**src/rtl/ofs_fim_pcie_ss_shims_pkg.sv**
```systemverilog
// ----------------------------------------------------------------------------
// ofs_fim_pcie_ss_shims_pkg
//  Shared constants and types for the PCIe SS side-band/in-band shims.
//  HDR_WIDTH : width of the PCIe SS TLP header carried in-band (bits)
//  HB        : the same header width in bytes
//  t_rx_sb2ib_state : packet-tracking state of the RX side-band to in-band shim
// ----------------------------------------------------------------------------
package ofs_fim_pcie_ss_shims_pkg;

    localparam int HDR_WIDTH = 256;
    localparam int HB        = HDR_WIDTH / 8;

    typedef enum logic [1:0] {
        SOP   = 2'd0,   // waiting for the header beat of a packet
        MID   = 2'd1,   // inside a packet, forwarding payload beats
        FLUSH = 2'd2,   // emitting the leftover residue after EOP
        DROP  = 2'd3    // discarding a packet whose SOP had no header
    } t_rx_sb2ib_state;

endpackage

```
**src/rtl/pcie_ss_axis_if.sv**
```systemverilog
// ----------------------------------------------------------------------------
// pcie_ss_axis_if
//  AXI-Stream bundle used for the in-band PCIe SS stream.
//  tvalid/tready : handshake
//  tdata/tkeep   : data bus and byte enables (DATA_W / DATA_W/8)
//  tlast         : end of packet
//  tuser_vendor  : vendor side-band bits (USER_W)
//  Modports: source/master drive the stream, sink/slave receive it.
// ----------------------------------------------------------------------------
interface pcie_ss_axis_if #(
    parameter int DATA_W = 512,
    parameter int USER_W = 1
);
    logic                  tvalid;
    logic                  tready;
    logic [DATA_W-1:0]     tdata;
    logic [DATA_W/8-1:0]   tkeep;
    logic                  tlast;
    logic [USER_W-1:0]     tuser_vendor;

    modport source (output tvalid, tdata, tkeep, tlast, tuser_vendor, input tready);
    modport sink   (input tvalid, tdata, tkeep, tlast, tuser_vendor, output tready);
    modport master (output tvalid, tdata, tkeep, tlast, tuser_vendor, input tready);
    modport slave  (input tvalid, tdata, tkeep, tlast, tuser_vendor, output tready);
endinterface

```
**src/rtl/ofs_fim_pcie_ss_rx_sb2ib.sv**
```systemverilog
// ----------------------------------------------------------------------------
// ofs_fim_pcie_ss_rx_sb2ib
//  Converts a PCIe SS RX AXI-S stream carrying the TLP header in side-band
//  (tuser hdr/hvalid) into the in-band format: the 256-bit header sits in
//  tdata[255:0] of the SOP beat and the payload is shifted up by 256 bits.
//  Payload that spills past the last input beat is emitted as an extra
//  flush beat.
//  Ports:
//   clk, rst            : clock, synchronous active-high reset
//   ss_rx_*             : side-band input stream (payload from bit 0 on SOP)
//   ib_rx               : in-band output stream (single register stage)
//   err_hdr             : sticky header-framing error flag
// ----------------------------------------------------------------------------
module ofs_fim_pcie_ss_rx_sb2ib
    import ofs_fim_pcie_ss_shims_pkg::*;
#(
    parameter int TDATA_WIDTH = 512,
    parameter int TKEEP_WIDTH = TDATA_WIDTH / 8,
    parameter int USER_W      = 1
)(
    input  logic                    clk,
    input  logic                    rst,

    input  logic                    ss_rx_tvalid,
    output logic                    ss_rx_tready,
    input  logic [TDATA_WIDTH-1:0]  ss_rx_tdata,
    input  logic [TKEEP_WIDTH-1:0]  ss_rx_tkeep,
    input  logic                    ss_rx_tlast,
    input  logic                    ss_rx_tuser_vendor,
    input  logic                    ss_rx_tuser_hvalid,
    input  logic [HDR_WIDTH-1:0]    ss_rx_tuser_hdr,

    pcie_ss_axis_if.source          ib_rx,

    output logic                    err_hdr
);

    localparam int W = TDATA_WIDTH;
    localparam int K = TKEEP_WIDTH;

    t_rx_sb2ib_state        state_reg, state_next;

    logic                   out_valid_reg, out_valid_next;
    logic [W-1:0]           out_data_reg, out_data_next;
    logic [K-1:0]           out_keep_reg, out_keep_next;
    logic                   out_last_reg, out_last_next;
    logic                   out_vendor_reg, out_vendor_next;

    // Upper 256 bits of the previous beat, waiting to be placed in the
    // low half of the next output beat.
    logic [HDR_WIDTH-1:0]   res_data_reg, res_data_next;
    logic [HB-1:0]          res_keep_reg, res_keep_next;

    logic                   vendor_reg, vendor_next;
    logic                   err_reg, err_next;

    logic                   out_free;
    logic                   accept;
    logic                   fwd;
    logic [HDR_WIDTH-1:0]   lower_data;
    logic [HB-1:0]          lower_keep;
    logic [USER_W-1:0]      user_vec;

    assign out_free     = !out_valid_reg || ib_rx.tready;
    assign ss_rx_tready = (state_reg != FLUSH) && out_free;
    assign accept       = ss_rx_tvalid && ss_rx_tready;

    always_comb begin
        state_next      = state_reg;
        out_valid_next  = out_valid_reg;
        out_data_next   = out_data_reg;
        out_keep_next   = out_keep_reg;
        out_last_next   = out_last_reg;
        out_vendor_next = out_vendor_reg;
        res_data_next   = res_data_reg;
        res_keep_next   = res_keep_reg;
        vendor_next     = vendor_reg;
        err_next        = err_reg;
        fwd             = 1'b0;
        lower_data      = res_data_reg;
        lower_keep      = res_keep_reg;

        if (out_free) begin
            out_valid_next = 1'b0;
        end

        case (state_reg)
            SOP: begin
                if (accept) begin
                    if (ss_rx_tuser_hvalid) begin
                        fwd         = 1'b1;
                        lower_data  = ss_rx_tuser_hdr;
                        lower_keep  = '1;
                        vendor_next = ss_rx_tuser_vendor;
                    end else begin
                        // Headerless SOP: swallow the whole packet.
                        err_next = 1'b1;
                        if (!ss_rx_tlast) begin
                            state_next = DROP;
                        end
                    end
                end
            end
            MID: begin
                if (accept) begin
                    fwd = 1'b1;
                    if (ss_rx_tuser_hvalid) begin
                        err_next = 1'b1;
                    end
                end
            end
            FLUSH: begin
                if (out_free) begin
                    out_valid_next  = 1'b1;
                    out_data_next   = {{(W-HDR_WIDTH){1'b0}}, res_data_reg};
                    out_keep_next   = {{(K-HB){1'b0}}, res_keep_reg};
                    out_last_next   = 1'b1;
                    out_vendor_next = vendor_reg;
                    res_keep_next   = '0;
                    state_next      = SOP;
                end
            end
            DROP: begin
                if (accept) begin
                    if (ss_rx_tuser_hvalid) begin
                        err_next = 1'b1;
                    end
                    if (ss_rx_tlast) begin
                        state_next = SOP;
                    end
                end
            end
            default: state_next = SOP;
        endcase

        // Common path for every forwarded beat (header beat or payload beat).
        if (fwd) begin
            out_valid_next  = 1'b1;
            out_data_next   = {ss_rx_tdata[W-HDR_WIDTH-1:0], lower_data};
            out_keep_next   = {ss_rx_tkeep[K-HB-1:0], lower_keep};
            out_vendor_next = vendor_next;
            res_data_next   = ss_rx_tdata[W-1 -: HDR_WIDTH];
            res_keep_next   = ss_rx_tkeep[K-1 -: HB];
            if (ss_rx_tlast && (res_keep_next != '0)) begin
                // Bytes remain past this beat: EOP moves to the flush beat.
                out_last_next = 1'b0;
                state_next    = FLUSH;
            end else if (ss_rx_tlast) begin
                out_last_next = 1'b1;
                state_next    = SOP;
            end else begin
                out_last_next = 1'b0;
                state_next    = MID;
            end
        end
    end

    always_ff @(posedge clk) begin
        if (rst) begin
            state_reg      <= SOP;
            out_valid_reg  <= 1'b0;
            out_data_reg   <= '0;
            out_keep_reg   <= '0;
            out_last_reg   <= 1'b0;
            out_vendor_reg <= 1'b0;
            res_data_reg   <= '0;
            res_keep_reg   <= '0;
            vendor_reg     <= 1'b0;
            err_reg        <= 1'b0;
        end else begin
            state_reg      <= state_next;
            out_valid_reg  <= out_valid_next;
            out_data_reg   <= out_data_next;
            out_keep_reg   <= out_keep_next;
            out_last_reg   <= out_last_next;
            out_vendor_reg <= out_vendor_next;
            res_data_reg   <= res_data_next;
            res_keep_reg   <= res_keep_next;
            vendor_reg     <= vendor_next;
            err_reg        <= err_next;
        end
    end

    // Only bit 0 of the output user field carries the vendor bit.
    always_comb begin
        user_vec    = '0;
        user_vec[0] = out_vendor_reg;
    end

    assign ib_rx.tvalid       = out_valid_reg;
    assign ib_rx.tdata        = out_data_reg;
    assign ib_rx.tkeep        = out_keep_reg;
    assign ib_rx.tlast        = out_last_reg;
    assign ib_rx.tuser_vendor = user_vec;
    assign err_hdr            = err_reg;

endmodule

```
**src/flat_wrapper.sv**
```systemverilog
// flat-port wrapper written by rule: the top's interface ports become plain ports
module ofs_fim_pcie_ss_rx_sb2ib_flat import ofs_fim_pcie_ss_shims_pkg::*;
#(
    parameter int TDATA_WIDTH = 512,
    parameter int TKEEP_WIDTH = TDATA_WIDTH / 8,
    parameter int USER_W      = 1
)
  (clk, rst, ss_rx_tvalid, ss_rx_tready, ss_rx_tdata, ss_rx_tkeep, ss_rx_tlast, ss_rx_tuser_vendor, ss_rx_tuser_hvalid, ss_rx_tuser_hdr, err_hdr, ib_rx_tvalid, ib_rx_tdata, ib_rx_tkeep, ib_rx_tlast, ib_rx_tuser_vendor, ib_rx_tready);
  pcie_ss_axis_if #(.DATA_W(512), .USER_W(USER_W)) ib_rx_i ();
  input  logic clk;
  input  logic rst;
  input  logic ss_rx_tvalid;
  output logic ss_rx_tready;
  input  logic [TDATA_WIDTH-1:0] ss_rx_tdata;
  input  logic [TKEEP_WIDTH-1:0] ss_rx_tkeep;
  input  logic ss_rx_tlast;
  input  logic ss_rx_tuser_vendor;
  input  logic ss_rx_tuser_hvalid;
  input  logic [HDR_WIDTH-1:0] ss_rx_tuser_hdr;
  output logic err_hdr;
  output wire logic [$bits(ib_rx_i.tvalid)-1:0] ib_rx_tvalid;
  output wire logic [$bits(ib_rx_i.tdata)-1:0] ib_rx_tdata;
  output wire logic [$bits(ib_rx_i.tkeep)-1:0] ib_rx_tkeep;
  output wire logic [$bits(ib_rx_i.tlast)-1:0] ib_rx_tlast;
  output wire logic [$bits(ib_rx_i.tuser_vendor)-1:0] ib_rx_tuser_vendor;
  input wire logic [$bits(ib_rx_i.tready)-1:0] ib_rx_tready;
  assign ib_rx_tvalid = ib_rx_i.tvalid;
  assign ib_rx_tdata = ib_rx_i.tdata;
  assign ib_rx_tkeep = ib_rx_i.tkeep;
  assign ib_rx_tlast = ib_rx_i.tlast;
  assign ib_rx_tuser_vendor = ib_rx_i.tuser_vendor;
  assign ib_rx_i.tready = ib_rx_tready;
  ofs_fim_pcie_ss_rx_sb2ib #(.TDATA_WIDTH(TDATA_WIDTH), .TKEEP_WIDTH(TKEEP_WIDTH), .USER_W(USER_W)) u_core (.clk(clk), .rst(rst), .ss_rx_tvalid(ss_rx_tvalid), .ss_rx_tready(ss_rx_tready), .ss_rx_tdata(ss_rx_tdata), .ss_rx_tkeep(ss_rx_tkeep), .ss_rx_tlast(ss_rx_tlast), .ss_rx_tuser_vendor(ss_rx_tuser_vendor), .ss_rx_tuser_hvalid(ss_rx_tuser_hvalid), .ss_rx_tuser_hdr(ss_rx_tuser_hdr), .ib_rx(ib_rx_i), .err_hdr(err_hdr));
endmodule
```
**config.mk**
```make
export PLATFORM = sky130hd
export DESIGN_NAME = ofs_fim_pcie_ss_rx_sb2ib_flat
export DESIGN_NICKNAME = d
export VERILOG_FILES = /design/src/rtl/ofs_fim_pcie_ss_shims_pkg.sv /design/src/rtl/pcie_ss_axis_if.sv /design/src/rtl/ofs_fim_pcie_ss_rx_sb2ib.sv /design/src/flat_wrapper.sv
export SDC_FILE = /design/constraint.sdc
export NUM_CORES = 2
export LEC_CHECK = 0
export BUFFER_PORTS_ARGS = -buffer_cell sky130_fd_sc_hd__buf_2
export CAP_MARGIN = 20
export CORE_AREA = 2 2 560 562
export CTS_BUF_LIST = sky130_fd_sc_hd__clkbuf_16
export DETAILED_ROUTE_END_ITERATION = 8
export DIE_AREA = 0 0 562 564
export SLEW_MARGIN = 20
export SYNTH_ARGS = -nofsm -noshare
export SYNTH_HDL_FRONTEND = slang
export SYNTH_SLANG_ARGS = --single-unit
export TNS_END_PERCENT = 50
```
**constraint.sdc**
```tcl
create_clock -name clk -period 2 [get_ports clk]
set_input_delay 0.5 -clock clk [delete_from_list [all_inputs] [get_ports clk]]
set_output_delay 0.5 -clock clk [all_outputs]
set_load 0.01 [all_outputs]
```
* Word-level counts from Yosys, hierarchy flattened
Cells that the tools add are included.
Word-level totals: flip-flop bits (word level) 871, bits of input ports 839, latch bits 0, logic and storage cells 88, memories kept 0, bits in read-only memories 0, memory bits (writable) 0, output and inout port bits 581
Operators by class: $mul 0, bitwise gates (word level) 0, add/subtract/negate cells 0, shift-type cells 0, magnitude comparators 0, reductions and logical operators 15, multiplexer cells 49, eq/ne operators 14, divide/modulo/power cells 0
Operator list (number):
- 2-to-1 mux 512 bit | 3
- 2-to-1 mux 256 bit | 3
- 2-to-1 mux 32 bit | 6
- 2-to-1 mux 64 bit | 3
- nonzero test 32 bit | 1
- 2-to-1 mux 1 bit | 23
- 2-to-1 mux 2 bit | 8
- inequality test 3 x 1 -> 1 bit, second input constant | 3
- inequality test 3 x 2 -> 1 bit, second input constant | 3
- AND reduction 7 bit | 1
- inequality test 2 x 1 -> 1 bit, second input constant | 3
- case mux 2 bit (3 select lines) | 1
- nonzero test 2 bit | 3
- AND reduction 5 bit | 1
- equality test 2 bit, second input constant | 2
- inequality test 2 bit, second input constant | 2
- case mux 1 bit (2 select lines) | 2
- nonzero test 4 bit | 1
- logical AND 1 bit | 3
- equality test 2 x 1 -> 1 bit, second input constant | 1
- logical NOT 2 bit | 1
- AND reduction 2 bit | 1
- OR reduction 2 bit | 1
- logical NOT 1 bit | 1
- logical OR 1 bit | 1

* Depth between registers and ports, before layout
word-level depth 8, mapped depth 8, gate-level depth less buffers 4

* Worst setup path before layout
No wires, ideal clock.
path type input-to-reg, start input port ib_rx_tready, end register u_core.out_data_reg[216] (netlist: u_core.ib_rx.tdata[216]), path slack 0.194 ns, cell stages on the path 6, arrival 1.720 ns, library setup time 0.086 ns, buffers on the path 2, data required time 1.914 ns, cells stage by stage nand2b_2 > nand4_1 > clkbuf_1 > clkbuf_1 > a21oi_1 > a211oi_1
Between the ends: word-level cells in the longest chain between the ends 7, elaborated cells on any way between the ends 12, classes of those cells mux (6); reduce/logical (6)
Ends and longest elaborated chain:
- start, declared | line flat_wrapper.sv:26 | input wire logic [$bits(ib_rx_i.tready)-1:0] ib_rx_tready;
- logical OR 1 bit * | line ofs_fim_pcie_ss_rx_sb2ib.sv:64 | assign out_free = !out_valid_reg || ib_rx.tready;
- logical AND 1 bit | line ofs_fim_pcie_ss_rx_sb2ib.sv:65 | assign ss_rx_tready = (state_reg != FLUSH) && out_free;
- logical AND 1 bit | line ofs_fim_pcie_ss_rx_sb2ib.sv:66 | assign accept = ss_rx_tvalid && ss_rx_tready;
- 2-to-1 mux 1 bit, on equally long branches | line ofs_fim_pcie_ss_rx_sb2ib.sv:105, ofs_fim_pcie_ss_rx_sb2ib.sv:89
- case mux 1 bit (2 select lines) | line ofs_fim_pcie_ss_rx_sb2ib.sv:87 | case (state_reg)
- nonzero test 2 bit (no source line)
- AND reduction 2 bit (no source line)
- end signal, assigned | line ofs_fim_pcie_ss_rx_sb2ib.sv:173 | out_data_reg <= out_data_next;
- end, declared | line ofs_fim_pcie_ss_rx_sb2ib.sv:44 | logic [W-1:0] out_data_reg, out_data_next;
Mark *: on every way between the ends. The rest lies on a longest branch, timed or not. A chain may end at the register's enable or synchronous reset.

* Worst setup path after layout
start register u_core.state_reg[1], end register u_core.out_data_reg[358] (netlist: u_core.ib_rx.tdata[358])
Between the ends: word-level cells in the longest chain between the ends 7, elaborated cells on any way between the ends 13, classes of those cells eq/ne (3); mux (4); reduce/logical (6)
Ends and longest elaborated chain:
- start, declared | line ofs_fim_pcie_ss_rx_sb2ib.sv:41 | t_rx_sb2ib_state state_reg, state_next;
- start signal, assigned | line ofs_fim_pcie_ss_rx_sb2ib.sv:171 | state_reg <= state_next;
- inequality test 2 bit | line ofs_fim_pcie_ss_rx_sb2ib.sv:65
- logical AND 1 bit | line ofs_fim_pcie_ss_rx_sb2ib.sv:65
- logical AND 1 bit | line ofs_fim_pcie_ss_rx_sb2ib.sv:66
- 2-to-1 mux 1 bit, on equally long branches | line ofs_fim_pcie_ss_rx_sb2ib.sv:105, ofs_fim_pcie_ss_rx_sb2ib.sv:89
- case mux 1 bit (2 select lines) | line ofs_fim_pcie_ss_rx_sb2ib.sv:87
- nonzero test 2 bit (no source line)
- AND reduction 2 bit (no source line)
Parallel ways exist; a longest one is shown, timed or not.

==> out/summary.txt <==
Worst Setup Start Kind - flop
setup violators final - 87
post-synthesis register bit count - 871
Iter 0 DRT Violations - 3260
max FFs per register - 512
clk root buf - clkbuf_16
DRC - 0
worst skew pair latency - 0.82 ns
vias per inst - 3.71
critical path class - reg2reg
number of global-route vias before repair - 36800
Max-slew headroom - 67.9%
Port Buffer Count - 1419
CTS tree - yes
register area share after synthesis - 54.9%
Worst path slowest cell - dfxtp_4
CP max stage delay - 0.35 ns
share of cells above drive strength 1 - 30.5%
GR peak layer - met2
# rows - 205
Arr. time, crit path - 2.77 ns
hold_sp - ss_rx_tuser_hdr[236]
routed vias - 38300
Final period util - 103%
largest net degree at the start of global routing - 98
commonest non-fill, non-tap cell in the layout - buf_2
maximum clock path buffer count - 4
commonest non-fill, non-tap cells in the layout - buf_2 (1393), dfxtp_1 (855), dlygate4sd3_1 (815)
critical-path cell list - buf_4 -> or3_4 -> o2111ai_4 -> buf_4 -> buf_12 -> buf_12 -> a22oi_1 -> nor2_1
CTS Buf Count - 105
Yosys warnings - 0
WP data required - 2.72 ns
PnR worst setup slack - -0.0561 ns
initial antenna violation count - 158
status - complete, but fails checks
Max Freq - 486 MHz
synthesized cell area - 0.0318 mm2
Routed WL per cell - 20.6 um
max-cap violation count - 0
R2R Path Start - u_core.state_reg[1]
Slew @ Worst Pin - 0.482 ns
cell count of the worst hold path - 3
I/O pin total - 1420
DIE HEIGHT - 564 um
GRT Overall Usage - 12.5%
Gate Count Post-Synth - 3798
area grow syn2layout - 80.2%
met2 Use GR - 19.8%
R2R setup slack - -0.06 ns
Pre-antenna DRT Iters - 6
leading area contributor after synthesis - dfxtp_1
Crit Path Max Fanout - 32
initial cell density of the core - 10.2%
final worst path period need - 2.06 ns
HPWL after detailed placement - 167 mm
RSZ-0062 raised after global routing - true
post-route ant nets - 0
Pleak - 23.8 nW
Worst-path clk slew - 0.06 ns
Final Max Tran Viols - 0
width of the die - 562 um
Tot Pwr - 50.1 mW
Netlist cell types - 31
FF-to-FF End - u_core.ib_rx.tdata[358]
failing checks - setup timing
Routed WL - 213 mm
GPL Wtd Cong - 0.956
skew final - 0.0365 ns
worst hold margin - 0.0654 ns
Worst VDD drop - 585 uV
GRT overflow - 0
met3 GRT Util - 5.21%
first-pass GRT wire length - 282 mm
met1 Use GR - 14.1%
Syn Nets - 4637
Hold EP - u_core.ib_rx.tdata[236]
CP endpoint kind - flop
worst reg2reg path depth - 8
final hold violation count - 0
die area - 0.317 mm2
synth top area cells - dfxtp_1 (55%), nand2_1 (9.1%), a21oi_1 (8.1%)
CTS H-tree lvls - 3
share of the synthesized area in the top cell type - 54.9%
clock sink count - 871
worst hold path type - in2reg
# nets final - 6903
Core Region - 0.311 mm2
Pwr Density - 876 mW/mm2
syn_area_per_cell - 8.37 um2
[power by group]
group	switching [mW]	leakage, nW	internal [mW]
Clock	8.24	1.63	10.5
Sequential	0.942	7.14	18.9
Combinational	6.53	15.0	5.05
Total	15.7	23.8	34.4
[synth_stat cells]
cell type / instances
buf_6: 4
inv_1: 3
clkbuf_2: 1
nand2_1: 771
buf_1: 6
o221a_2: 1
nand4_1: 3
and2_1: 1
buf_2: 108
a211oi_1: 258
dfxtp_1: 871
nor2b_1: 1
a31oi_1: 1
o211ai_1: 2
nor3_1: 66
clkbuf_1: 183
a22oi_1: 320
nor2_1: 613
o2111ai_2: 1
and4_1: 1
nor4_1: 8
or3_4: 1
mux2i_1: 1
or3_1: 1
nand2b_2: 1
buf_4: 49
o21ai_0: 2
a21oi_1: 517
nand2b_1: 1
o2111a_1: 1
o21a_1: 1
[kinds of logic after synthesis]
family	count (synthesis)	synth area share (%)
simple gates	1468	17.8
flops	871	54.9
mux	1	0.0315
compound gates	1104	22.0
buf+inv	354	5.28
[how the worst max path moves through the flow]
stage	slack [ns]	from	endpoint	cells after the start
after CTS	-0.15	u_core.state_reg[1]	ss_rx_tready	3
after global routing	-0.14	u_core.state_reg[1]	u_core.ib_rx.tdata[46]	8
final	-0.06	u_core.state_reg[1]	u_core.ib_rx.tdata[358]	8
after floorplan	0.19	ib_rx_tready	u_core.ib_rx.tdata[216]	6
after detailed placement	-0.14	ss_rx_tuser_hvalid	u_core.ib_rx.tdata[10]	7
after global placement	-0.13	ss_rx_tuser_hvalid	u_core.ib_rx.tdata[11]	7
[timing repair]
item                       4_1_cts  5_1_grt
gates cloned                     0        5
hold buffers                   815        0
pin swaps                        4        0
buffers inserted                 4        5
resized for setup               48       41
setup endpoints to repair       34      190
hold endpoints to repair       816        0
[area by class of cell]
cell class / count / area (um2)
fill: 34600 / 254000
timing repair buffer: 2510 / 18500
sequential: 871 / 17500
multi-input combinational: 2573 / 12800
tap: 4140 / 5180
clock buffer: 105 / 2630
clock inverter: 75 / 581
antenna: 64 / 160
inverter: 3 / 13.8
[per-stage QoR]
stage                     setup WS [ns]  util (%)  TNS (ns)  std cells  area, um2
after floorplan                   0.194         -         0       3798      31800
after global placement           -0.127      14.6    -11.10       9268      45200
after detailed placement         -0.141      14.6    -18.68       9268      45200
after CTS                        -0.149      18.3    -0.149      10300      56700
after global routing             -0.139      18.4    -23.20      10300      57200
final                           -0.0561      18.4     -1.22      10300      57300
[per-layer routing]
| metal | wire (um) | up-vias |
|---|---|---|
| met5 | 517 | - |
| met4 | 13700 | 78 |
| met3 | 24500 | 557 |
| met2 | 94000 | 2181 |
| met1 | 80600 | 17900 |
| li1 | - | 17600 |
[worst max-delay path, delay by kind of cell, from the launching register on]
family	cells	cell delay, ns
compound gates	2	0.21
buf+inv	4	0.77
flops	1	0.35
simple gates	2	0.46
Note: power is estimated with default switching activity, not from simulation.
